## config.mk

```make
export PLATFORM = sky130hd
export DESIGN_NAME = register_file_sb
export DESIGN_NICKNAME = d
export VERILOG_FILES = /design/src/rtl/register_file_sb.sv
export SDC_FILE = /design/constraint.sdc
export NUM_CORES = 1
export LEC_CHECK = 0
export BUFFER_PORTS_ARGS = -buffer_cell sky130_fd_sc_hd__buf_2
export CAP_MARGIN = 5
export CORE_MARGIN = 2
export CORE_UTILIZATION = 58
export CTS_CLUSTER_SIZE = 14
export DETAILED_ROUTE_END_ITERATION = 10
export MAX_ROUTING_LAYER = met4
export PLACE_DENSITY = 0.86
export SETUP_SLACK_MARGIN = 0.1
export SYNTH_ARGS = -nofsm -noshare
export SYNTH_HDL_FRONTEND = slang
export SYNTH_SLANG_ARGS = --single-unit
```

## constraint.sdc

```tcl
create_clock -name clk -period 4.6 [get_ports clk]
set_input_delay 0.23 -clock clk [delete_from_list [all_inputs] [get_ports clk]]
set_output_delay 0.23 -clock clk [all_outputs]
set_load 0.05 [all_outputs]
```

## src/rtl/register_file_sb.sv

```systemverilog
// Register file with two bypassed combinational read ports and a per-register
// reservation scoreboard (busy bits plus a running count of busy registers).
module register_file_sb #(
  parameter int WIDTH    = 16,
  parameter int ADDR_W   = 3,
  parameter int ZERO_REG = 0
) (
  input  logic                      clk,
  input  logic                      rst,
  input  logic                      wr_en,
  input  logic [ADDR_W-1:0]         wr_addr,
  input  logic [WIDTH-1:0]          wr_data,
  input  logic [ADDR_W-1:0]         rd_addr_a,
  input  logic [ADDR_W-1:0]         rd_addr_b,
  output logic [WIDTH-1:0]          rd_data_a,
  output logic [WIDTH-1:0]          rd_data_b,
  output logic                      rd_busy_a,
  output logic                      rd_busy_b,
  input  logic                      rsv_en,
  input  logic [ADDR_W-1:0]         rsv_addr,
  output logic                      rsv_ack,
  output logic [(2**ADDR_W)-1:0]    busy_vec,
  output logic [ADDR_W:0]           busy_cnt,
  output logic [WIDTH*(2**ADDR_W)-1:0] regs_flat
);

  localparam int DEPTH = 2**ADDR_W;
  localparam logic [ADDR_W:0] CNT_ONE  = (ADDR_W+1)'(1);
  localparam logic [ADDR_W:0] CNT_FULL = (ADDR_W+1)'(DEPTH);

  logic [WIDTH-1:0] regs [DEPTH];
  logic [DEPTH-1:0] busy;
  logic [DEPTH-1:0] busy_next;
  logic [ADDR_W:0]  cnt;

  logic wr_zero, rsv_zero, rd_zero_a, rd_zero_b;
  logic wr_eff, hit_a, hit_b, hit_rsv;
  logic set_eff, cnt_inc, cnt_dec;

  function automatic logic is_zero_reg(input logic [ADDR_W-1:0] addr);
    return (ZERO_REG != 0) && (addr == '0);
  endfunction

  // Counter step that can never wrap in either direction.
  function automatic logic [ADDR_W:0] sat_step(input logic [ADDR_W:0] val,
                                               input logic inc, input logic dec);
    logic [ADDR_W:0] res;
    res = val;
    if (inc && !dec && (val != CNT_FULL))
      res = val + CNT_ONE;
    else if (dec && !inc && (val != '0))
      res = val - CNT_ONE;
    return res;
  endfunction

  always_comb begin
    wr_zero   = is_zero_reg(wr_addr);
    rsv_zero  = is_zero_reg(rsv_addr);
    rd_zero_a = is_zero_reg(rd_addr_a);
    rd_zero_b = is_zero_reg(rd_addr_b);

    wr_eff  = wr_en && !wr_zero;
    hit_a   = wr_en && (wr_addr == rd_addr_a);
    hit_b   = wr_en && (wr_addr == rd_addr_b);
    hit_rsv = wr_en && (wr_addr == rsv_addr);

    // A write landing on a busy register frees it in the same edge, so a
    // reservation racing that write may take it over immediately.
    rsv_ack = !rst && rsv_en && (rsv_zero || !busy[rsv_addr] || hit_rsv);
    set_eff = rsv_ack && !rsv_zero;

    cnt_inc = set_eff && !busy[rsv_addr];
    cnt_dec = wr_eff && busy[wr_addr] && !(set_eff && hit_rsv);

    busy_next = busy;
    if (wr_eff)
      busy_next[wr_addr] = 1'b0;
    if (set_eff)
      busy_next[rsv_addr] = 1'b1;
  end

  always_comb begin
    rd_data_a = '0;
    rd_data_b = '0;
    if (!rd_zero_a)
      rd_data_a = hit_a ? wr_data : regs[rd_addr_a];
    if (!rd_zero_b)
      rd_data_b = hit_b ? wr_data : regs[rd_addr_b];
    rd_busy_a = busy[rd_addr_a] && !hit_a;
    rd_busy_b = busy[rd_addr_b] && !hit_b;
  end

  always_ff @(posedge clk) begin
    if (rst) begin
      for (int i = 0; i < DEPTH; i++)
        regs[i] <= '0;
      busy <= '0;
      cnt  <= '0;
    end else begin
      if (wr_eff)
        regs[wr_addr] <= wr_data;
      busy <= busy_next;
      cnt  <= sat_step(cnt, cnt_inc, cnt_dec);
    end
  end

  assign busy_vec = busy;
  assign busy_cnt = cnt;

  for (genvar i = 0; i < DEPTH; i++) begin : g_flat
    if ((ZERO_REG != 0) && (i == 0)) begin : g_zero
      assign regs_flat[i*WIDTH +: WIDTH] = '0;
    end else begin : g_reg
      assign regs_flat[i*WIDTH +: WIDTH] = regs[i];
    end
  end

endmodule

```

==> results of run 1 <==
-- path summary, 6_finish.rpt --
check / from / endpoint / slack, ns / cells past startpoint
worst max-delay path: busy_vec[0] / busy_cnt[3] / 1.65 / 11
worst min-delay path: wr_data[13] / regs[1][13] / 0.21 / 2
worst max register to register: busy_vec[0] / busy_cnt[3] / 1.65 / 11
worst min register to register: busy_cnt[3] / busy_cnt[3] / 0.54 / 1
-- final cells by class --
type / instances / area (um2) / share of cell area
clock inverters: 10 / 78.8 / 0.00806
repair buffers: 212 / 1080 / 0.110
multi-input cells: 400 / 3820 / 0.391
clock buffers: 19 / 433 / 0.0443
flip-flops and latches: 140 / 4080 / 0.418
well taps: 180 / 225 / 0.0230
inverters: 16 / 60.1 / 0.00614
-- through the flow --
step                      utilization  power, uW  hold WS [ns]
after global routing            0.707       3920         0.217
after floorplan                     -       2340         0.427
after CTS                       0.707       3810         0.196
after global placement          0.670       2580         0.522
after detailed placement        0.670       2600         0.529
final                           0.707       3810         0.212
-- kinds of logic (layout without fill, tap and decap cells) --
family / Yosys count / count (layout) / share of synthesized area
AND/OR/NAND/NOR: 211 / 211 / 0.147
flip-flops: 140 / 140 / 0.500
multiplexers: 109 / 109 / 0.243
AO/OA/AOI/OAI: 67 / 67 / 0.0562
buffers and inverters: 59 / 257 / 0.0365
XOR/XNOR: 10 / 10 / 0.0116
adder cells (fa/ha/maj): 3 / 3 / 0.00551
-- cells in the mapped netlist (3+ instances only) --
master and instances:
nand4_1 3, dfxtp_1 12, nor3_1 8, o32ai_1 3
a21oi_1 38, xnor2_1 7, nand2b_1 3, nor2_1 44
edfxtp_1 128, buf_2 12, and2_1 128, clkbuf_1 23
nor3b_1 3, mux2i_1 38, inv_1 16, mux4_2 69
o21ai_0 7, nand2_1 9, a32o_1 4
-- layer usage --
metal | wire length [um] | GRT usage
met5 | 0 | -
met4 | 769 | 0.148
met3 | 2090 | 0.0660
met2 | 12200 | 0.531
met1 | 8690 | 0.411
-- flip-flops by register name, indices dropped and copies added (netlist names) --
name and flops:
regs 128, busy_vec 8, busy_cnt 4
-- power groups by stage --
| stage | Combinational (uW) | Sequential, uW | Clock [uW] |
|---|---|---|---|
| 2_1_floorplan | 495 | 1850 | 0 |
| 3_3_place_gp | 1010 | 1570 | 0 |
| 3_5_place_dp | 1020 | 1580 | 0 |
| 4_1_cts | 1030 | 1550 | 1230 |
| 5_1_grt | 1070 | 1560 | 1280 |
| 6_report | 1030 | 1560 | 1220 |
==> out/results.ini, run 1 <==
[setup_path]
slowest_stage = nor3b_1
crit_arrival_ns = 3.29
required_ns = 4.94
worstPathMaxFanout = 7
cp-start-kind = flip-flop
crit_family = compound AO/OA/AOI/OAI gates
path_class = reg -> reg
worst_setup_path_end_kind = flip-flop
critPathBufInv = 1
cp_cell_sequence = mux2i_1, o21ai_1, a221oi_2, nor3b_1, inv_1, ha_1, a21o_1, a21oi_1, nor2_1, a221o_2, o31ai_1
slowest_delay_ns = 0.53

[global_route]
grt_pass1_wl_mm = 34.6
antenna_found_initial = 0
grt-ovfl-total = 0
first_global_vias = 6099
grt_max_degree = 36
track_usage = 0.332

[die]
io-pin-count = 207
die_h_um = 123
fp.dieW_um = 123
fp-row-count = 43
die_area_um2 = 15000
initial_core_util = 0.591
core-area_um2 = 13800

[placement]
dpl.cell_count = 948
placed_area_um2 = 9270
place.gp.congestion = 0.945
dp_hpwl_mm = 16.1
numPortBuffers = 206
place_ws_ns = 1.42

[synth]
ys_top_cells_by_area = edfxtp_1, mux4_2, and2_1, mux2i_1, dfxtp_1
synthArstFlopShare = 0
synth_edf_count = 128
synthCells = 599
yosysUniqueCellTypes = 53
ys_seq_area_frac = 0.500
syn_nets = 634
synth_largest_area_cell = edfxtp_1
ys_ff_latch = 140
ys.warnings.count = 0
ys.flop_type = edfxtp_1
avgSynthCellArea_um2 = 13.6
synth_area_um2 = 8170
yosys.area.top_type_share = 0.471

[finish]
final_cell_area_um2 = 9780
final_cell_mix = buf_2, and2_1, edfxtp_1
finalNetCount = 822
num_antenna_cells = 0
n_fill_cell = 956
area_growth_pct = 19.7
drive_gt1_frac = 0.410
final_common_cell = buf_2
finalNonFillerCells = 977

[timing]
fin_tns_setup_ns = 0
fmax_mhz = 340
rsz0062_at_grt = false
timing.final.crit_share = 0.640
hold_violations = 0
skew_ns = 0.00482
relSlewSlack = 0.186
worst_pin_slew_ns = 1.22
drv_slew = 0
setup_slack_ns = 1.65
min_period_ns = 2.95
finalSetupViolCount = 0

[power_and_ir_drop]
clkPwrFrac = 0.321
p_per_area_nw_per_um2 = 390
power.switching_uw = 1330
switching_share = 0.348
peakVddDrop_uv = 252
pwr-share-comb = 0.270
sequentialPowerShare = 0.408
internal_power_uw = 2480
power.leakage_uw = 0.00396

[cts]
cts-resized-gates = 0
cts.clk_slew.worst_paths_ns = 0.06
cts_buffer_depth = 2
postCtsSetupRepairBufs = 0
ctsRootBufferMaster = clkbuf_16
cts-buffers-inserted = 17
insertion_delay_ns = 0.43
cts_tree = done
cts_sinks = 140
postCtsHoldBufs = 0
clock_tree.htree_level_count = 4

[drt]
vias = 6253
route.detailed.drc = 0
wire_per_inst_um = 24.3
first_pass_iters = 5
viasPerCell = 6.40
ant_nets = 0
drt_iter0_markers = 782
routed_wl_mm = 23.7

[min_path]
hp-class = in -> reg

[run]
drv_cap = 0

[run_status]
outcome = complete, no violations

(Power assumes the default switching activity.)
==> run 2: changes to the inputs <==
ABC_AREA = 1   (was unset)
CORE_UTILIZATION = 54   (was 58)
PLACE_DENSITY = 0.81   (was 0.86)
clock period = 3.06 ns   (was 4.6 ns; I/O delays follow)
==> out/results.ini, run 2 <==
[drt]
viasPerCell = 6.17  ; was 6.40
highest_layer = met4  ; unchanged
wire_per_inst_um = 20.3  ; was 24.3 um
first_pass_iters = 7  ; was 5
ant_nets = 0  ; unchanged
wl_met3_mm = 3.47  ; was 2.09 mm
vias = 8456  ; was 6253
route.detailed.drc = 0  ; unchanged
drt_iter0_markers = 1057  ; was 782
routed_wl_mm = 27.9  ; was 23.7 mm
route.met2.wl_mm = 13.0  ; was 12.2 mm
m1WireLength_mm = 10.4  ; was 8.69 mm

[run]
drv_cap = 0  ; unchanged

[setup_path]
cp_cell_sequence = inv_1, o21ai_0, nand2_1, nand2_1, nand2_1, nand2_1, nand2_1, nand2_2, ha_1, nand2_1, nand2_1, a31oi_1, inv_1, nand2_1, nand3_1, nand2_1, inv_1, nor2_1  ; was mux2i_1, o21ai_1, a221oi_2, nor3b_1, inv_1, ha_1, a21o_1, a21oi_1, nor2_1, a221o_2, o31ai_1
cp-start-kind = flip-flop  ; unchanged
path_class = reg -> reg  ; unchanged
slowest_delay_ns = 0.42  ; was 0.53 ns
crit_top_cell = nand2_1
r2r_start = busy_vec[0]  ; unchanged
regToRegSetupSlack_ns = 0.77  ; was 1.65 ns
rr_endpoint = busy_cnt[3]  ; unchanged
worst_setup_path_end_kind = flip-flop  ; unchanged
required_ns = 3.42  ; was 4.94 ns
critPathBufInv = 3  ; was 1
slowest_stage = dfxtp_1  ; was nor3b_1
worstPathMaxFanout = 6  ; was 7
cp.depth = 18  ; was 11
crit_end = busy_cnt[3]  ; unchanged
startpoint = busy_vec[0]  ; unchanged
rr_worst_depth = 18  ; was 11
crit_family = simple AND/OR/NAND/NOR gates  ; was compound AO/OA/AOI/OAI gates
crit_arrival_ns = 2.65  ; was 3.29 ns

[timing]
hold_violations = 0  ; unchanged
rsz0062_at_grt = false  ; unchanged
skew_ns = 0.00305  ; was 0.00482 ns
fmax_mhz = 436  ; was 340 MHz
fin_tns_setup_ns = 0  ; unchanged
drv_slew = 0  ; unchanged
timing.final.crit_share = 0.750  ; was 0.640
min_period_ns = 2.29  ; was 2.95 ns
holdWs_ns = 0.110  ; was 0.212 ns
worst_pin_slew_ns = 0.960  ; was 1.22 ns
finalSetupViolCount = 0  ; unchanged
relSlewSlack = 0.359  ; was 0.186

[finish]
drive_gt1_frac = 0.234  ; was 0.410
final_cell_mix = buf_2, nor2_1, o21ai_0  ; was buf_2, and2_1, edfxtp_1
n_fill_cell = 1213  ; was 956
final_common_cell = buf_2  ; unchanged
num_antenna_cells = 0  ; unchanged
finalNetCount = 1209  ; was 822
area_growth_pct = 21.9  ; was 19.7%
largest-register = regs  ; unchanged
finalNonFillerCells = 1370  ; was 977
largest_register_ffs = 128  ; unchanged

[cts]
postCtsSetupRepairBufs = 0  ; unchanged
cts_buffer_depth = 2  ; unchanged
cts.clk_slew.worst_paths_ns = 0.05  ; was 0.06 ns
insertion_delay_ns = 0.42  ; was 0.43 ns
cts_tree = done  ; unchanged
postCtsHoldBufs = 0  ; unchanged
cts-buffers-inserted = 17  ; unchanged
cts-resized-gates = 0  ; unchanged
ctsRootBufferMaster = clkbuf_16  ; unchanged
clock_tree.htree_level_count = 4  ; unchanged
cts_sinks = 140  ; unchanged

[synth]
ys_seq_area_frac = 0.501  ; was 0.500
yosys.area.top_type_share = 0.471  ; about the same
ys.flop_type = edfxtp_1  ; unchanged
avgSynthCellArea_um2 = 8.20  ; was 13.6 um2
syn_nets = 1030  ; was 634
yosysUniqueCellTypes = 32  ; was 53
ys.warnings.count = 0  ; unchanged
synth_area_um2 = 8160  ; was 8170 um2
synth_common_cells = nor2_1, o21ai_0, edfxtp_1  ; was and2_1, edfxtp_1, mux4_2
synth_largest_area_cell = edfxtp_1  ; unchanged
synthArstFlopShare = 0  ; unchanged
synth_edf_count = 128  ; unchanged
ys_top_cells_by_area = edfxtp_1, o21ai_0, nor2_1, a21oi_1, o211ai_1  ; was edfxtp_1, mux4_2, and2_1, mux2i_1, dfxtp_1
ys_ff_latch = 140  ; unchanged
synth_most_common_cell = nor2_1
synthCells = 995  ; was 599

[global_route]
grt_pass1_wl_mm = 42.7  ; was 34.6 mm
grt_max_degree = 69  ; was 36
track_usage = 0.356  ; was 0.332
antenna_found_initial = 0  ; unchanged
grt-ovfl-total = 0  ; unchanged
first_global_vias = 7897  ; was 6099

[min_path]
hp-class = in -> reg  ; unchanged

[die]
fp-row-count = 44  ; was 43
die_h_um = 127  ; was 123 um
io-pin-count = 207  ; unchanged
fp.dieW_um = 127  ; was 123 um
die_area_um2 = 16100  ; was 15000 um2
initial_core_util = 0.557  ; was 0.591
core-area_um2 = 14600  ; was 13800 um2

[power_and_ir_drop]
peakVddDrop_uv = 437  ; was 252 uV
power.leakage_uw = 0.00424  ; was 0.00396 uW
p_per_area_nw_per_um2 = 606  ; was 390 nW/um2

[placement]
dpl.cell_count = 1339  ; was 948
numPortBuffers = 206  ; unchanged
place.gp.congestion = 0.911  ; was 0.945
dp_hpwl_mm = 18.3  ; was 16.1 mm

[run_status]
outcome = complete, no violations  ; unchanged

==> run 2: stage by stage <==
| step | worst slack (ns) | power, uW | area (um2) | util |
|---|---|---|---|---|
| floorplan | 0.713 | 3440 | 8160 | - |
| finish | 0.765 | 6020 | 9940 | 0.679 |
| global route | 0.496 | 6200 | 9940 | 0.679 |
| global placement | 0.684 | 3810 | 9310 | 0.636 |
| CTS | 0.828 | 6000 | 9940 | 0.679 |
| detailed placement | 0.634 | 3820 | 9310 | 0.636 |
==> run 2: worst min-delay path by stage <==
stage | startpoint | end | slack [ns] | cells past startpoint
after detailed placement | busy_cnt[0] | busy_cnt[0] | 0.54 | 1
after floorplan | rsv_addr[1] | busy_vec[5] | 0.38 | 3
after global routing | rsv_addr[2] | busy_vec[7] | 0.13 | 3
after global placement | busy_cnt[0] | busy_cnt[0] | 0.53 | 1
final | rsv_addr[2] | busy_vec[6] | 0.11 | 3
after CTS | rsv_addr[2] | busy_vec[6] | 0.10 | 3
==> run 2: final cells by class <==
type	instances	area, um2	area share
Inverter	98	369	0.0371
Clock buffer	17	425	0.0428
Clock inverter	14	201	0.0203
Sequential cell	140	4080	0.411
Timing Repair Buffer	234	1260	0.127
Tap cell	184	230	0.0232
Multi-Input combinational cell	683	3370	0.339
==> run 2: tightest hold or removal path: cells and delay by family <==
family	cells	cell delay (ns)
AND/OR/NAND/NOR	1	0.09
buffers and inverters	1	0.16
AO/OA/AOI/OAI	1	0.07
==> run 2: layer usage <==
metal | track usage | vias up
met3 | 0.0810 | 100
met2 | 0.545 | 632
met1 | 0.458 | 3891
met5 | - | -
met4 | 0.155 | 0
li1 | - | 3833
==> run 2: logic make-up (layout without fill, tap and decap cells) <==
family	count (synthesis)	in the layout	share of synthesized area
AOI/OAI and AO/OA	347	347	0.234
and+or+nand+nor	332	332	0.172
buffers and inverters	172	363	0.0861
DFF	140	140	0.501
adders and majority gates	3	3	0.00552
xor gates and xnor gates	1	1	0.00107
==> run 2: power breakdown <==
group          switching, uW  internal [uW]  total (uW)
clock network            778           1430        2210
registers                102           2210        2320
logic                   1180            316        1500
==> run 3: changes to the inputs <==
ABC_AREA = 0   (was 1)
clock period = 2.2 ns   (was 3.06 ns; I/O delays follow)
==> out/results.ini, run 3 (synthesized netlist as in run 1, its figures left out) <==
[setup_path]
required_ns = 2.53  ; was 3.42 ns
r2r_start = busy_vec[1]  ; was busy_vec[0]
rr_endpoint = busy_cnt[3]  ; unchanged
regToRegSetupSlack_ns = -0.15  ; was 0.77 ns
slowest_stage = dfxtp_4  ; was dfxtp_1
slowest_delay_ns = 0.36  ; was 0.42 ns
rr_worst_depth = 11  ; was 18
cp-start-kind = flip-flop  ; unchanged
worst_setup_path_end_kind = flip-flop  ; unchanged
crit_arrival_ns = 2.68  ; was 2.65 ns
cp_cell_sequence = mux2i_2, o2111ai_2, a221oi_2, nor3b_4, inv_2, buf_4, ha_4, a21oi_2, nor2_1, a221o_2, o31ai_2  ; was inv_1, o21ai_0, nand2_1, nand2_1, nand2_1, nand2_1, nand2_1, nand2_2, ha_1, nand2_1, nand2_1, a31oi_1, inv_1, nand2_1, nand3_1, nand2_1, inv_1, nor2_1
worstPathMaxFanout = 4  ; was 6
path_class = reg -> reg  ; unchanged

[min_path]
whs_path_depth = 2  ; was 3
min_to = regs[1][7]  ; was busy_vec[6]
hp-class = in -> reg  ; unchanged
min_from = wr_data[7]  ; was rsv_addr[2]

[run]
drv_cap = 0  ; unchanged

[global_route]
grt-ovfl-total = 0  ; unchanged
track_usage = 0.342  ; was 0.356
grt_pass1_wl_mm = 39.4  ; was 42.7 mm
first_global_vias = 6751  ; was 7897
antenna_found_initial = 0  ; unchanged
grt_max_degree = 36  ; was 69

[power_and_ir_drop]
p_total_uw = 8340  ; was 6020 uW
sequentialPowerShare = 0.389  ; was 0.385
pwr-share-comb = 0.281  ; was 0.249
p_per_area_nw_per_um2 = 782  ; was 606 nW/um2
power.switching_uw = 2880  ; was 2060 uW
peakVddDrop_uv = 466  ; was 437 uV
internal_power_uw = 5460  ; was 3960 uW
switching_share = 0.346  ; was 0.342
clkPwrFrac = 0.329  ; was 0.367
power.leakage_uw = 0.00444  ; was 0.00424 uW

[cts]
clock_tree.htree_level_count = 4  ; unchanged
cts.clk_slew.worst_paths_ns = 0.06  ; was 0.05 ns
insertion_delay_ns = 0.42  ; about the same
postCtsHoldBufs = 0  ; unchanged
ctsRootBufferMaster = clkbuf_16  ; unchanged
cts_buffer_depth = 2  ; unchanged
cts_tree = done  ; unchanged
cts_sinks = 140  ; unchanged
cts-buffers-inserted = 17  ; unchanged

[finish]
area_growth_pct = 30.5  ; was 21.9%
final_cell_mix = buf_2, and2_1, edfxtp_1  ; was buf_2, nor2_1, o21ai_0
drive_gt1_frac = 0.499  ; was 0.234
fin_util = 0.728  ; was 0.679
finalNetCount = 908  ; was 1209
num_antenna_cells = 0  ; unchanged
final_common_cell = buf_2  ; unchanged
largest-register = regs  ; unchanged
largest_register_ffs = 128  ; unchanged

[run_status]
failed_checks = setup timing
outcome = finished, violations left  ; was complete, no violations

[drt]
vias = 6690  ; was 8456
ant_nets = 0  ; unchanged
viasPerCell = 6.25  ; was 6.17
route.detailed.drc = 0  ; unchanged
drt_iter0_markers = 813  ; was 1057
routed_wl_mm = 26.1  ; was 27.9 mm
wire_per_inst_um = 24.4  ; was 20.3 um
first_pass_iters = 8  ; was 7

[timing]
worst_pin_slew_ns = 0.544  ; was 0.960 ns
fmax_mhz = 426  ; was 436 MHz
min_period_ns = 2.35  ; was 2.29 ns
drv_slew = 0  ; unchanged
hold_violations = 0  ; unchanged
finalSetupViolCount = 3  ; was 0
timing.final.crit_share = 1.07  ; was 0.750
setup_slack_ns = -0.146  ; was 0.765 ns
skew_ns = 0.00722  ; was 0.00305 ns
rsz0062_at_grt = true  ; was false
holdWs_ns = 0.0858  ; was 0.110 ns
relSlewSlack = 0.634  ; was 0.359

[placement]
numPortBuffers = 206  ; unchanged
dp_hpwl_mm = 19.0  ; was 18.3 mm
place.gp.congestion = 0.907  ; was 0.911

[die]
core-area_um2 = 14600  ; unchanged
initial_core_util = 0.558  ; was 0.557
fp.dieW_um = 127  ; about the same
fp-row-count = 44  ; unchanged
die_h_um = 127  ; about the same
io-pin-count = 207  ; unchanged
die_area_um2 = 16100  ; about the same

## run 3: cell types whose count changed in the layout (fill, tap and decap cells not counted), moves of 37 or more
cell      change
a21oi_1      -81
and2_1      +128
buf_4        +58
inv_1        -63
mux2i_1      +37
mux4_2       +70
nand2_1     -108
nor2_1      -116
o211ai_1     -60
o21ai_0     -153
## run 3: routing by layer
metal | share of wire | global-route usage | wire length (um)
met4 | 0.030 | 0.133 | 792
met1 | 0.36 | 0.422 | 9420
met3 | 0.11 | 0.0800 | 2840
met5 | 0 | - | 0
met2 | 0.50 | 0.553 | 13100
## run 3: power by group through the flow
stage	registers, uW	logic, uW	clock network [uW]
final	3250	2340	2750
after global routing	3270	2430	2870
after CTS	3240	2320	2760
after detailed placement	3290	2280	0
after global placement	3270	2250	0
after floorplan	3860	1040	0
## run 3: per-stage QoR
step           area (um2)  std cells  worst slack, ns  setup TNS [ns]
2_1_floorplan        8220        599           -0.203          -0.203
3_3_place_gp         9950       1029           -0.234          -0.240
3_5_place_dp         9950       1029           -0.286          -0.357
4_1_cts             10600       1067           -0.215          -0.302
5_1_grt             10700       1070           -0.244          -0.474
6_report            10700       1070           -0.146          -0.215
## run 3: layout make-up
type | count | area [um2]
clock buffer | 21 | 440
tap | 184 | 230
inverter | 16 | 60.1
fill | 966 | 3990
multi-input combinational | 400 | 3910
clock inverter | 11 | 120
sequential | 140 | 4110
timing repair buffer | 298 | 1790
## run 3: worst max-delay path: cells and delay by family (launching register included)
| kind | cells | cell delay, ns |
|---|---|---|
| fa+ha+maj | 1 | 0.23 |
| mux | 1 | 0.16 |
| simple gates | 2 | 0.31 |
| buf+inv | 2 | 0.23 |
| flops | 1 | 0.36 |
| compound gates | 5 | 0.97 |
## run 3: worst max-delay path by stage
stage / from / endpoint / slack (ns) / cells past startpoint
2_1_floorplan: busy_vec[6] / busy_cnt[3] / -0.20 / 11
3_3_place_gp: rsv_addr[2] / busy_cnt[3] / -0.23 / 12
3_5_place_dp: rsv_addr[2] / busy_cnt[3] / -0.29 / 12
4_1_cts: busy_vec[1] / busy_cnt[3] / -0.21 / 11
5_1_grt: busy_vec[5] / busy_cnt[3] / -0.24 / 11
6_report: busy_vec[1] / busy_cnt[3] / -0.15 / 11
## run 3: timing repair
action | in CTS | in global routing
setup buffers | 6 | 3
resized for setup | 13 | 6
setup endpoints to repair | 3 | 7
pin swaps | 8 | 7
cloned | 0 | 0
